$ cat config.mk
export PLATFORM = sky130hd
export DESIGN_NAME = servo_sequencer_flat
export DESIGN_NICKNAME = d
export VERILOG_FILES = /design/src/rtl/brazo_pkg.sv /design/src/rtl/servo_sequencer_if.sv /design/src/rtl/servo_slew.sv /design/src/rtl/servo_sequencer.sv /design/src/flat_wrapper.sv
export SDC_FILE = /design/constraint.sdc
export NUM_CORES = 1
export LEC_CHECK = 0
export CELL_PAD_IN_SITES_DETAIL_PLACEMENT = 1
export CELL_PAD_IN_SITES_GLOBAL_PLACEMENT = 2
export CORE_UTILIZATION = 21
export CTS_CLUSTER_SIZE = 10
export DETAILED_ROUTE_END_ITERATION = 16
export PLACE_DENSITY_LB_ADDON = 0.12
export RECOVER_POWER = 50
export SETUP_SLACK_MARGIN = 0.5
export SYNTH_ARGS = -nofsm -noshare
export SYNTH_HDL_FRONTEND = slang
export SYNTH_HIERARCHICAL = 1
export SYNTH_SLANG_ARGS = --single-unit
$ cat constraint.sdc
create_clock -name clk -period 2.35 [get_ports clk]
set_input_delay 0.47 -clock clk [delete_from_list [all_inputs] [get_ports clk]]
set_output_delay 0.47 -clock clk [all_outputs]
set_load 0.02 [all_outputs]
$ cat src/rtl/brazo_pkg.sv
// Shared types and constants for the servo playback path: FSM encodings,
// servo centre position, default step length and counter-width helper.
package brazo_pkg;

  typedef logic [2:0] state_t;

  localparam state_t ST_IDLE  = 3'd0;
  localparam state_t ST_LIVE  = 3'd1;
  localparam state_t ST_FETCH = 3'd2;
  localparam state_t ST_HOLD  = 3'd3;
  localparam state_t ST_DONE  = 3'd4;

  localparam logic [15:0] SERVO_CENTER     = 16'h8000;
  localparam int          STEP_CYCLES_DEF  = 1_000_000;

  // Width of a counter that must hold values 0..n-1; never narrower than 1 bit.
  function automatic int cnt_w(input int n);
    return (n <= 2) ? 1 : $clog2(n);
  endfunction

endpackage

$ cat src/rtl/servo_sequencer_if.sv
// Control, ROM and servo-output bundle between the sequencer and its neighbours.
interface servo_sequencer_if #(
  parameter int ADDR_W = 8,
  parameter int DATA_W = 8
);
  logic              mode_play;
  logic              start;
  logic              stop;
  logic              loop_en;
  logic [ADDR_W-1:0] seq_len;
  logic [15:0]       accel_x;
  logic [15:0]       accel_y;
  logic [15:0]       accel_z;
  logic [DATA_W-1:0] rom_data_x;
  logic [DATA_W-1:0] rom_data_y;
  logic [DATA_W-1:0] rom_data_z;
  logic [ADDR_W-1:0] rom_address;
  logic [15:0]       servo_x;
  logic [15:0]       servo_y;
  logic [15:0]       servo_z;
  logic              busy;
  logic              done;

  modport master (
    output mode_play, start, stop, loop_en, seq_len,
    output accel_x, accel_y, accel_z,
    output rom_data_x, rom_data_y, rom_data_z,
    input  rom_address, servo_x, servo_y, servo_z, busy, done
  );

  modport slave (
    input  mode_play, start, stop, loop_en, seq_len,
    input  accel_x, accel_y, accel_z,
    input  rom_data_x, rom_data_y, rom_data_z,
    output rom_address, servo_x, servo_y, servo_z, busy, done
  );
endinterface

$ cat src/rtl/servo_slew.sv
// Rate limiter for one servo axis: walks the output toward the latest target
// by at most SLEW_STEP every SLEW_DIV cycles. Used only with SERVO_SLEW_EN.
module servo_slew
  import brazo_pkg::*;
#(
  parameter int          SLEW_DIV  = 50_000,
  parameter logic [15:0] SLEW_STEP = 16'h0100
) (
  input  logic        clk,
  input  logic        rst,
  input  logic        load,
  input  logic [15:0] load_val,
  output logic [15:0] value
);
  localparam int TW = cnt_w(SLEW_DIV);

  logic [15:0]   tgt_q, tgt_d, cur_q, cur_d;
  logic [TW-1:0] tick_q, tick_d;
  logic          tick;

  always_comb begin
    tick   = (tick_q == TW'(SLEW_DIV - 1));
    tick_d = tick ? '0 : tick_q + 1'b1;
    tgt_d  = load ? load_val : tgt_q;
    cur_d  = cur_q;
    // Clamp the final step so the output lands exactly on the target.
    if (tick) begin
      if (cur_q < tgt_q)
        cur_d = ((tgt_q - cur_q) > SLEW_STEP) ? cur_q + SLEW_STEP : tgt_q;
      else if (cur_q > tgt_q)
        cur_d = ((cur_q - tgt_q) > SLEW_STEP) ? cur_q - SLEW_STEP : tgt_q;
    end
  end

  always_ff @(posedge clk) begin
    if (rst) begin
      tgt_q  <= SERVO_CENTER;
      cur_q  <= SERVO_CENTER;
      tick_q <= '0;
    end else begin
      tgt_q  <= tgt_d;
      cur_q  <= cur_d;
      tick_q <= tick_d;
    end
  end

  assign value = cur_q;
endmodule

$ cat src/rtl/servo_sequencer.sv
// Servo playback controller: live accelerometer tracking or timed ROM replay.
// Optional output rate limiting is enabled by defining SERVO_SLEW_EN.
//
// state | meaning
// IDLE  | outputs hold, wait for mode or start
// LIVE  | servo outputs follow accel inputs
// FETCH | latch ROM words for the current address
// HOLD  | dwell until the step counter ends the step
// DONE  | one-cycle completion pulse, then IDLE
module servo_sequencer
  import brazo_pkg::*;
#(
  parameter int          ADDR_W      = 8,
  parameter int          DATA_W      = 8,
  parameter int          STEP_CYCLES = STEP_CYCLES_DEF,
  parameter int          SLEW_DIV    = 50_000,
  parameter logic [15:0] SLEW_STEP   = 16'h0100
) (
  input  logic             clk,
  input  logic             rst,
  servo_sequencer_if.slave bus
);
  localparam int                CNT_W    = cnt_w(STEP_CYCLES);
  localparam logic [CNT_W-1:0]  STEP_END = CNT_W'(STEP_CYCLES - 1);

  state_t             state_q, state_d;
  logic [ADDR_W-1:0]  addr_q, addr_d;
  logic [CNT_W-1:0]   cnt_q, cnt_d;
  logic               ld;
  logic [15:0]        ld_x, ld_y, ld_z;
  logic               abort;

  always_comb begin
    state_d = state_q;
    addr_d  = addr_q;
    cnt_d   = cnt_q;
    ld      = 1'b0;
    ld_x    = bus.accel_x;
    ld_y    = bus.accel_y;
    ld_z    = bus.accel_z;
    abort   = bus.stop || !bus.mode_play;
    case (state_q)
      ST_IDLE: begin
        if (!bus.mode_play) begin
          state_d = ST_LIVE;
        end else if (bus.start && !bus.stop) begin
          state_d = ST_FETCH;
          addr_d  = '0;
        end
      end
      ST_LIVE: begin
        ld = 1'b1;
        if (bus.mode_play) state_d = ST_IDLE;
      end
      ST_FETCH: begin
        if (abort) begin
          state_d = ST_IDLE;
        end else begin
          ld      = 1'b1;
          ld_x    = 16'({bus.rom_data_x, 8'h00});
          ld_y    = 16'({bus.rom_data_y, 8'h00});
          ld_z    = 16'({bus.rom_data_z, 8'h00});
          cnt_d   = CNT_W'(1);
          state_d = ST_HOLD;
        end
      end
      ST_HOLD: begin
        if (abort) begin
          state_d = ST_IDLE;
        end else if (cnt_q == STEP_END) begin
          // An address beyond a shrunken seq_len is treated as the last step.
          if (addr_q < bus.seq_len) begin
            addr_d  = addr_q + 1'b1;
            state_d = ST_FETCH;
          end else if (bus.loop_en) begin
            addr_d  = '0;
            state_d = ST_FETCH;
          end else begin
            state_d = ST_DONE;
          end
        end else begin
          cnt_d = cnt_q + 1'b1;
        end
      end
      default: state_d = ST_IDLE;
    endcase
  end

  always_ff @(posedge clk) begin
    if (rst) begin
      state_q <= ST_IDLE;
      addr_q  <= '0;
      cnt_q   <= '0;
    end else begin
      state_q <= state_d;
      addr_q  <= addr_d;
      cnt_q   <= cnt_d;
    end
  end

  assign bus.rom_address = addr_q;
  assign bus.busy        = (state_q == ST_FETCH) || (state_q == ST_HOLD);
  assign bus.done        = (state_q == ST_DONE);

`ifdef SERVO_SLEW_EN
  servo_slew #(.SLEW_DIV(SLEW_DIV), .SLEW_STEP(SLEW_STEP)) u_slew_x (
    .clk(clk), .rst(rst), .load(ld), .load_val(ld_x), .value(bus.servo_x));
  servo_slew #(.SLEW_DIV(SLEW_DIV), .SLEW_STEP(SLEW_STEP)) u_slew_y (
    .clk(clk), .rst(rst), .load(ld), .load_val(ld_y), .value(bus.servo_y));
  servo_slew #(.SLEW_DIV(SLEW_DIV), .SLEW_STEP(SLEW_STEP)) u_slew_z (
    .clk(clk), .rst(rst), .load(ld), .load_val(ld_z), .value(bus.servo_z));
`else
  logic [15:0] servo_x_q, servo_x_d, servo_y_q, servo_y_d, servo_z_q, servo_z_d;

  always_comb begin
    servo_x_d = ld ? ld_x : servo_x_q;
    servo_y_d = ld ? ld_y : servo_y_q;
    servo_z_d = ld ? ld_z : servo_z_q;
  end

  always_ff @(posedge clk) begin
    if (rst) begin
      servo_x_q <= SERVO_CENTER;
      servo_y_q <= SERVO_CENTER;
      servo_z_q <= SERVO_CENTER;
    end else begin
      servo_x_q <= servo_x_d;
      servo_y_q <= servo_y_d;
      servo_z_q <= servo_z_d;
    end
  end

  assign bus.servo_x = servo_x_q;
  assign bus.servo_y = servo_y_q;
  assign bus.servo_z = servo_z_q;
`endif
endmodule

$ cat src/flat_wrapper.sv
// flat-port wrapper written by rule: the top's interface ports become plain ports
module servo_sequencer_flat import brazo_pkg::*;
#(
  parameter int          ADDR_W      = 8,
  parameter int          DATA_W      = 8,
  parameter int          STEP_CYCLES = STEP_CYCLES_DEF,
  parameter int          SLEW_DIV    = 50_000,
  parameter logic [15:0] SLEW_STEP   = 16'h0100
)
  (clk, rst, bus_mode_play, bus_start, bus_stop, bus_loop_en, bus_seq_len, bus_accel_x, bus_accel_y, bus_accel_z, bus_rom_data_x, bus_rom_data_y, bus_rom_data_z, bus_rom_address, bus_servo_x, bus_servo_y, bus_servo_z, bus_busy, bus_done);
  servo_sequencer_if #(.ADDR_W(ADDR_W), .DATA_W(DATA_W)) bus_i ();
  input  logic clk;
  input  logic rst;
  input wire logic [$bits(bus_i.mode_play)-1:0] bus_mode_play;
  input wire logic [$bits(bus_i.start)-1:0] bus_start;
  input wire logic [$bits(bus_i.stop)-1:0] bus_stop;
  input wire logic [$bits(bus_i.loop_en)-1:0] bus_loop_en;
  input wire logic [$bits(bus_i.seq_len)-1:0] bus_seq_len;
  input wire logic [$bits(bus_i.accel_x)-1:0] bus_accel_x;
  input wire logic [$bits(bus_i.accel_y)-1:0] bus_accel_y;
  input wire logic [$bits(bus_i.accel_z)-1:0] bus_accel_z;
  input wire logic [$bits(bus_i.rom_data_x)-1:0] bus_rom_data_x;
  input wire logic [$bits(bus_i.rom_data_y)-1:0] bus_rom_data_y;
  input wire logic [$bits(bus_i.rom_data_z)-1:0] bus_rom_data_z;
  output wire logic [$bits(bus_i.rom_address)-1:0] bus_rom_address;
  output wire logic [$bits(bus_i.servo_x)-1:0] bus_servo_x;
  output wire logic [$bits(bus_i.servo_y)-1:0] bus_servo_y;
  output wire logic [$bits(bus_i.servo_z)-1:0] bus_servo_z;
  output wire logic [$bits(bus_i.busy)-1:0] bus_busy;
  output wire logic [$bits(bus_i.done)-1:0] bus_done;
  assign bus_i.mode_play = bus_mode_play;
  assign bus_i.start = bus_start;
  assign bus_i.stop = bus_stop;
  assign bus_i.loop_en = bus_loop_en;
  assign bus_i.seq_len = bus_seq_len;
  assign bus_i.accel_x = bus_accel_x;
  assign bus_i.accel_y = bus_accel_y;
  assign bus_i.accel_z = bus_accel_z;
  assign bus_i.rom_data_x = bus_rom_data_x;
  assign bus_i.rom_data_y = bus_rom_data_y;
  assign bus_i.rom_data_z = bus_rom_data_z;
  assign bus_rom_address = bus_i.rom_address;
  assign bus_servo_x = bus_i.servo_x;
  assign bus_servo_y = bus_i.servo_y;
  assign bus_servo_z = bus_i.servo_z;
  assign bus_busy = bus_i.busy;
  assign bus_done = bus_i.done;
  servo_sequencer #(.ADDR_W(ADDR_W), .DATA_W(DATA_W), .STEP_CYCLES(STEP_CYCLES), .SLEW_DIV(SLEW_DIV), .SLEW_STEP(SLEW_STEP)) u_core (.clk(clk), .rst(rst), .bus(bus_i));
endmodule
==> results of run 1 <==
-- layout by cell type (no fill, tap or decap), drive strengths merged, types with 4 or more instances in the layout --
cell type,netlist,final
nand4,5,5
or3,7,7
clkbuf,21,24
nor4,6,6
nand3,10,10
xor2,8,8
ha,9,9
o21ai,11,11
buf,5,33
dlygate4sd2,0,14
nor3,5,5
dfxtp,79,79
a311oi,20,20
clkdlybuf4s50,0,113
a21oi,37,37
dlygate4sd3,0,9
nor2,52,52
nand2,111,111
inv,10,10
nor2b,4,4
xnor2,8,8
-- metal layers --
metal	wire (um)	vias up	share of wire, %
met1	5490	1790	43
met5	0	-	0
met2	6230	83	48
li1	-	1885	-
met3	1010	8	7.8
met4	141	0	1.1
-- final timing paths --
| kind | from | end | slack (ns) | cells after the start |
|---|---|---|---|---|
| max | u_core/cnt_q[1] | u_core/bus.rom_address[7] | 0.16 | 7 |
| min | u_core/bus.servo_y[15] | u_core/bus.servo_y[15] | 0.44 | 2 |
| min reg2reg | u_core/bus.servo_y[15] | u_core/bus.servo_y[15] | 0.44 | 2 |
| max reg2reg | u_core/cnt_q[1] | u_core/bus.rom_address[7] | 0.16 | 7 |
-- layout make-up --
cell class,count,share of cell area (%)
clock inverter,3,1.08
clock buffer,13,4.33
timing repair buffer,183,28.5
tap,220,4.58
sequential,79,26.6
inverter,10,0.750
multi-input combinational,334,34.2
-- kinds of logic after synthesis --
group / synth area share [%]
and+or+nand+nor: 29.9
AOI/OAI and AO/OA: 14.5
DFF: 44.2
buffers and inverters: 4.09
xor gates and xnor gates: 3.92
adders and majority gates: 3.15
muxes: 0.280
-- report_power, final --
part	internal [W]	switching, W	leakage, nW
clock network	0.000988	0.000568	0.160
registers	0.00138	0.0000252	0.647
logic	0.000251	0.000215	1.43
-- state kept, by name (all words and copies together), names as in the netlist --
name                    count
u_core/bus.servo_z         16
u_core/bus.rom_address      8
u_core/cnt_q               20
u_core/bus.servo_x         16
u_core/state_q              3
u_core/bus.servo_y         16
-- per-stage QoR --
step,worst slack [ns],hold slack (ns),util [%],setup TNS [ns],instances
after CTS,0.159,0.450,36.0,0,838
after global routing,0.0958,0.470,36.2,0,842
final,0.155,0.444,36.2,0,842
after floorplan,0.222,0.466,-,0,449
after global placement,-0.378,0.432,33.2,-2.57,816
after detailed placement,-0.410,0.438,33.2,-2.92,816
-- worst max-delay path, delay by kind of cell (launching register included) --
kind | cells | cell delay (ns)
DFF | 1 | 0.35
AOI/OAI and AO/OA | 3 | 0.72
and+or+nand+nor | 3 | 0.92
adders and majority gates | 1 | 0.14
-- timing repair --
action                                  CTS  global route
cloned                                    0             1
hold buffers                              0             0
endpoints found under the setup margin   51            34
pin swaps                                22            19
resized for setup                        48            28
setup buffers                             6             3
==> results list, run 1 <==
- In this run the most used layer during global routing was met2.
- The number of different library cells used by synthesis comes to 43.
- The number of antenna diodes in the final layout is 0.
* Type of the worst setup path: reg2reg
- Register bit count reported by yosys: 79
- Max incr delay on CP: 0.51 ns
- Detailed-route vias per instance: 4.47
* Period minus WS final: 2.19 ns
- Area contributors post-synth: sky130_fd_sc_hd__dfxtp_1 (44%), sky130_fd_sc_hd__nand2_1 (12%), sky130_fd_sc_hd__nor2_1 (5.5%)
* Reg area: 1600 um^2
- For this run, the detailed router's first-pass iteration total came to 4.
- Fraction of registers with async set or reset after synthesis: 0%
- Final worst-path cycle share: 93.4%
- The net count of the finished layout is 712.
- The total overflow left after global routing is 0.
- Maximum fanout encountered on the critical timing path: 3
- Measured along the x axis, the die boundary spans 133 um.
* Number of violations of the max-capacitance limit: 0
* Slew at the pin closest to its max-slew limit: 0.946 ns
* Required time at the worst-slack endpoint: 2.63 ns
* Signal arrival time at the worst endpoint: 2.47 ns
* Relative slew slack: 37.0%
- For this run, design rule violations remaining after detail routing come to 0.
* Post-layout instance area: 6000 um^2
* Met1 Usage GRT: 17.1%
- For this run, global-route usage on met2 was measured as 25.9%.
* Max H-tree Level: 3
- The initialized floorplan defines 47 standard-cell rows.
- Routability-driven placement finished with a final weighted congestion of 0.672.
- The number of global-route vias before repair came to 4,113.
- Top cells by instance count after synthesis: sky130_fd_sc_hd__nand2_1 (111), sky130_fd_sc_hd__dfxtp_1 (79), sky130_fd_sc_hd__nor2_1 (52), sky130_fd_sc_hd__a21oi_1 (37), sky130_fd_sc_hd__clkbuf_1 (21)
* Number of top-level design ports: 144
- Among all cell types in the netlist, the one instantiated most often is sky130_fd_sc_hd__nand2_1.
* Num CTS Buffers: 9
* Reported leakage power: 2.24 nW
- Number of hold violations in the final report: 0
- Number of pins exceeding their max-slew limit in the final report: 0
* Instance count of the mapped netlist: 449
* Total power density per cell area: 572 nW/um^2
- Port buffering added 143 buffers.
* Setup repair after global routing missed its margin: true
* Total core area: 16,600 um^2
- Total area of multi-input combinational cells: 2050 um^2
- Maximum buffer depth of the clock tree: 2
- Met3 Usage GRT: 6.48%
- Dividing the synthesized area by the synthesized cell count gives 7.97 um^2.
- Area growth, synth to finish: 67.9%
- Chip Height: 133 um
- Number of enable-type register cells in the synthesized netlist: 0
- The completed layout was analyzed and its total power is 0.00343 W.
- The routed layout has 3,766 vias.
* Critical Path Slowest Stage Cell: sky130_fd_sc_hd__or4_4
* Die ar.: 17,600 um^2
* Yosys warnings: 6
- Of the cells placed in the final design, the portion with a size suffix greater than 1 is 16.6%.
- Commonest register cell after synthesis: sky130_fd_sc_hd__dfxtp_1
- Total of fill cells in the finished design: 1,940
- Number of antenna violations at the first check in global routing: 0
- The first global-routing pass estimated 20,900 um of wire.
- Status: finished, final reports clean
- Area share of the largest cell type after synthesis: 44.2%
- Initial Util: 21.6%
* Maximum number of pins on one net before global-route repair: 50
* Insertion delay of the later-clocked pin in the worst-skew pair: 0.34 ns
- The min-delay analysis places its worst path in the category reg2reg.
* Worst ir drop on vdd: 0.000231 V
- Area after detailed placement: 5500 um^2
- CTS sink cnt: 79
- Counting every net in the synthesized netlist gives 544.
* Post-synthesis cell type with the largest combined area: sky130_fd_sc_hd__dfxtp_1
- Clock-pin slew was measured on the worst setup and hold paths at 0.06 ns.
- Total setup violations reported at the end of the flow: 0
* Setup clock skew after layout: 0.00449 ns
* Post-Syn Area: 3580 um^2
* Post-DP HPWL: 9090 um
* Buffer type at the clock tree root: sky130_fd_sc_hd__clkbuf_16
- Post-detailed-route count of antenna-violating nets: 0
- Summing the sequential cell areas from Yosys gives 44.2% of the chip area.
* Violation count after the first detailed-routing iteration: 91
- Walking the worst path, the cells encountered are ha_4, and4bb_2, nand4b_1, o31a_2, a31o_4, or4_4, a21oi_2.
- The final layout contains routed wiring with a total length of 12,900 um.
- In the global route stage, overall resource usage came out at 15.2%.
* CTS tree: done
* Average wire length per cell after detail routing: 15.3 um
* Worst setup EP type: register
- Derived from the worst setup path, the maximum achievable clock frequency is 456 MHz.
- The worst setup path is launched from a register.
Power figures use the tool's default switching activity.
==> run 2, diff against run 1 <==
--- a/config.mk
+++ b/config.mk
@@ -7,7 +7,7 @@
 export LEC_CHECK = 0
 export CELL_PAD_IN_SITES_DETAIL_PLACEMENT = 1
 export CELL_PAD_IN_SITES_GLOBAL_PLACEMENT = 2
-export CORE_UTILIZATION = 21
+export CORE_UTILIZATION = 22
 export CTS_CLUSTER_SIZE = 10
 export DETAILED_ROUTE_END_ITERATION = 16
 export PLACE_DENSITY_LB_ADDON = 0.12
@@ -15,5 +15,4 @@
 export SETUP_SLACK_MARGIN = 0.5
 export SYNTH_ARGS = -nofsm -noshare
 export SYNTH_HDL_FRONTEND = slang
-export SYNTH_HIERARCHICAL = 1
 export SYNTH_SLANG_ARGS = --single-unit
==> results list, run 2 <==
- The proportion of register bits with asynchronous set or reset after synthesis came to 0% (unchanged).
* Violation count after the first detailed-routing iteration: 86 (-5.5%)
* Mean post-synth cell area: 8.05 um^2 (+0.98%)
- Post-detailed-route count of antenna-violating nets: 0 (unchanged)
- Leaving out fill and tap cells, the most frequent cell in the layout is sky130_fd_sc_hd__clkdlybuf4s50_1.
* Total core area: 16,600 um^2 (unchanged)
- DRC errors left: 0 (unchanged)
- Kind of path behind the tightest hold check: reg2reg
- Number of hold buffers added after cts: 0 (unchanged)
- Worst ir drop on vdd: 0.000340 V (+47%)
* Standard-cell rows: 47 (unchanged)
* Number of global-route vias before repair: 4,353 (+5.8%)
- The placed wire-length estimate after detailed placement was 9610 um (+5.7%).
- The worst setup path is launched from a register.
- The sequential fraction of the synthesis area is 42.3% (-1.9 points).
* Commonest register cell after synthesis: sky130_fd_sc_hd__dfxtp_1
- Max H-tree Level: 3 (unchanged)
- Chip Height: 132 um (about the same)
- Die ar.: 17,500 um^2 (-0.17%)
- Fraction of the core area covered by cells at the end of the flow: 37.8% (+1.6 points)
- The worst slew slack as a fraction of its limit came to 59.1% (+22 points).
- The total number of vias was 4,106 (+9.0%).
* Post-synthesis cell type with the largest combined area: sky130_fd_sc_hd__dfxtp_1
- The number of flip-flops in the largest register came to 20 (unchanged).
* Yosys warnings: 0 (-6)
- Register bit count reported by yosys: 79 (unchanged)
* Buffer type at the clock tree root: sky130_fd_sc_hd__clkbuf_16
* Reported leakage power: 2.30 nW (+2.6%)
* Final WL: 13,800 um (+7.7%)
- The required time reported for the critical path endpoint came to 2.57 ns (-0.06 ns).
* CTS tree: done
- The number of detailed-route iterations in the first pass is 4 (unchanged).
* Num CTS Buffers: 9 (unchanged)
- Worst-case hold slack: 0.447 ns (+0.00256 ns)
- The total count of hold-check failures in the final report is 0 (unchanged).
* Status: finished, final reports clean
* Period minus WS final: 2.05 ns (-0.149 ns)
* Type of the worst setup path: reg2reg
- Total power density per cell area: 517 nW/um^2 (-9.5%)
- CTS sink cnt: 79 (unchanged)
* Number of port buffers: 143 (unchanged)
* Maximum number of pins on one net before global-route repair: 39 (-22%)
* Total of fill cells in the finished design: 1,963 (+1.2%)
- The net count of the mapped netlist came to 560 (+2.9%).
* Setup clock skew after layout: 0.00635 ns (+0.00186 ns)
- GR Util All Layers: 16.2% (+0.99 points)
- Average wire length per cell after detail routing: 16.0 um (+4.6%)
- The number of max-slew violations in the final report was 0 (unchanged).
* Net count of the finished layout: 738 (+3.7%)
- The maximum count of clock buffers along a single path came to 2 (unchanged).
* Worst Setup Slack post-DPL: -0.302 ns (+0.108 ns)
* Post-Syn Area: 3740 um^2 (+4.6%)
- Final worst setup slack: 0.304 ns (+0.149 ns)
- Maximum operating frequency: 489 MHz (+7.3%)
- Setup repair after global routing missed its margin: true
- The number of synthesized flops with an enable pin is 0 (unchanged).
- The x dimension of the die came to 132 um (about the same).
* Number of antenna violations at the first check in global routing: 0 (unchanged)
- Final worst-path cycle share: 87.1% (-6.3 points)
- Reg clk slew, reported paths: 0.06 ns (about the same)
- Share of final-layout standard cells stronger than drive strength 1: 20.2% (+3.7 points)
* Slew at the pin closest to its max-slew limit: 0.613 ns (-0.333 ns)
- The count of antenna diodes in the layout was 0 (unchanged).
- The fraction of synthesized cell area taken by the top area cell type came to 42.3% (-1.9 points).
- The first-pass GRT wire length was 22,300 um (+6.6%).
- Last weighted congestion value of the routability-driven placer: 0.751 (+12%)
* Signal arrival time at the worst endpoint: 2.27 ns (-0.20 ns)
- The number of I/O pins came to 144 (unchanged).
- Register with the most flip-flops: u_core.cnt_q
- Total setup violations reported at the end of the flow: 0 (unchanged)
* Area growth, synth to finish: 67.7% (about the same)
- Area contributors post-synth: sky130_fd_sc_hd__dfxtp_1 (42%), sky130_fd_sc_hd__nand2_1 (11%), sky130_fd_sc_hd__a21oi_1 (6.7%)
- Post-route total power: 0.00325 W (-5.4%)
- The commonest cells after synthesis are sky130_fd_sc_hd__nand2_1 (109), sky130_fd_sc_hd__dfxtp_1 (79), sky130_fd_sc_hd__a21oi_1 (50), sky130_fd_sc_hd__nor2_1 (30), sky130_fd_sc_hd__clkbuf_1 (22).
- Insertion delay of the later-clocked pin in the worst-skew pair: 0.34 ns (about the same)
* Instance count of the mapped netlist: 465 (+3.6%)
- Gr ovfl total: 0 (unchanged)
* Detailed-route vias per instance: 4.74 (+5.9%)
- STA classifies the critical path endpoint as a register.
- The number of distinct library cells after synthesis came to 57 (+33%).
* Number of violations of the max-capacitance limit: 0 (unchanged)
- In the post-synthesis netlist, the cell with the most instances is sky130_fd_sc_hd__nand2_1.
- The effective utilization at floorplan is 22.6% (+0.99 points).
* Commonest cells after routing, fill and taps aside: sky130_fd_sc_hd__clkdlybuf4s50_1 (113), sky130_fd_sc_hd__nand2_1 (107), sky130_fd_sc_hd__dfxtp_1 (66)
* Maximum fanout encountered on the critical timing path: 7 (+4)
[run 2: cell types whose count changed in the layout (fill, tap and decap cells not counted), moves of 6 or more]
cell	delta
sky130_fd_sc_hd__or4_1	+8
sky130_fd_sc_hd__nor2_1	-23
sky130_fd_sc_hd__and3_4	+7
sky130_fd_sc_hd__xnor2_1	-6
sky130_fd_sc_hd__a311oi_1	-6
sky130_fd_sc_hd__buf_4	+7
sky130_fd_sc_hd__o31ai_1	+6
sky130_fd_sc_hd__a22oi_1	+7
sky130_fd_sc_hd__a21oi_1	+16
[run 2: cell families (layout without fill, tap and decap cells)]
logic type / count (synthesis) / count (layout) / share of synthesized area (%)
AND/OR/NAND/NOR: 216 / 219 / 28.4
XOR/XNOR: 5 / 5 / 1.17
AO/OA/AOI/OAI: 112 / 112 / 19.6
adder cells (fa/ha/maj): 9 / 9 / 3.01
multiplexers: 4 / 4 / 1.07
buffers and inverters: 40 / 219 / 4.48
flip-flops: 79 / 79 / 42.3
[run 2: through the flow]
step | cell area, um^2 | TNS, ns | cells
2_1_floorplan | 3840 | 0 | 465
3_3_place_gp | 5660 | -2.67 | 826
3_5_place_dp | 5660 | -3.18 | 826
4_1_cts | 6190 | 0 | 860
5_1_grt | 6270 | 0 | 867
6_report | 6270 | 0 | 867
[run 2: timing repair]
action | CTS | global route
gates resized for setup | 66 | 29
buffers inserted | 15 | 7
setup endpoints to repair | 68 | 39
gates cloned | 4 | 0
pin swaps | 22 | 26
[run 2: path summary, 6_finish.rpt]
path	slack [ns]	endpoint	start	cells after the start
setup / recovery	0.30	u_core.bus.rom_address[6]	u_core.bus.rom_address[5]	7
hold / removal	0.45	u_core.bus.servo_x[15]	u_core.bus.servo_x[15]	2
setup reg to reg	0.30	u_core.bus.rom_address[6]	u_core.bus.rom_address[5]	7
hold reg to reg	0.45	u_core.bus.servo_x[15]	u_core.bus.servo_x[15]	2
[run 2: metal layers]
metal,track usage (%),part of all wire [%],vias to the layer above
met5,0,0,-
met4,5.87,1.4,0
met3,5.84,7.4,13
met2,27.7,49,90
met1,18.3,42,1970
li1,-,-,2033
[run 2: cell type report]
cell class                      instances  area [um^2]  share of cell area, %
Multi-Input combinational cell        349         2280                   36.4
Timing Repair Buffer                  192         1780                   28.3
Sequential cell                        79         1620                   25.7
Tap cell                              220          275                   4.39
Clock buffer                           11          243                   3.87
Inverter                               12         57.6                  0.917
Clock inverter                          4         22.5                  0.359
[run 2: worst max-delay path, stage by stage, from the launching register on]
cell,delay [ns]
sky130_fd_sc_hd__dfxtp_1,0.56
sky130_fd_sc_hd__ha_4,0.27
sky130_fd_sc_hd__a21oi_2,0.17
sky130_fd_sc_hd__o21ai_4,0.10
sky130_fd_sc_hd__a2111o_1,0.40
sky130_fd_sc_hd__a32oi_2,0.18
sky130_fd_sc_hd__buf_6,0.16
sky130_fd_sc_hd__a31oi_1,0.08
[run 2: where the power goes]
group,switching [W],internal (W)
clock network,0.000557,0.000733
registers,0.0000274,0.00138
logic,0.000263,0.000282
total,0.000848,0.00240
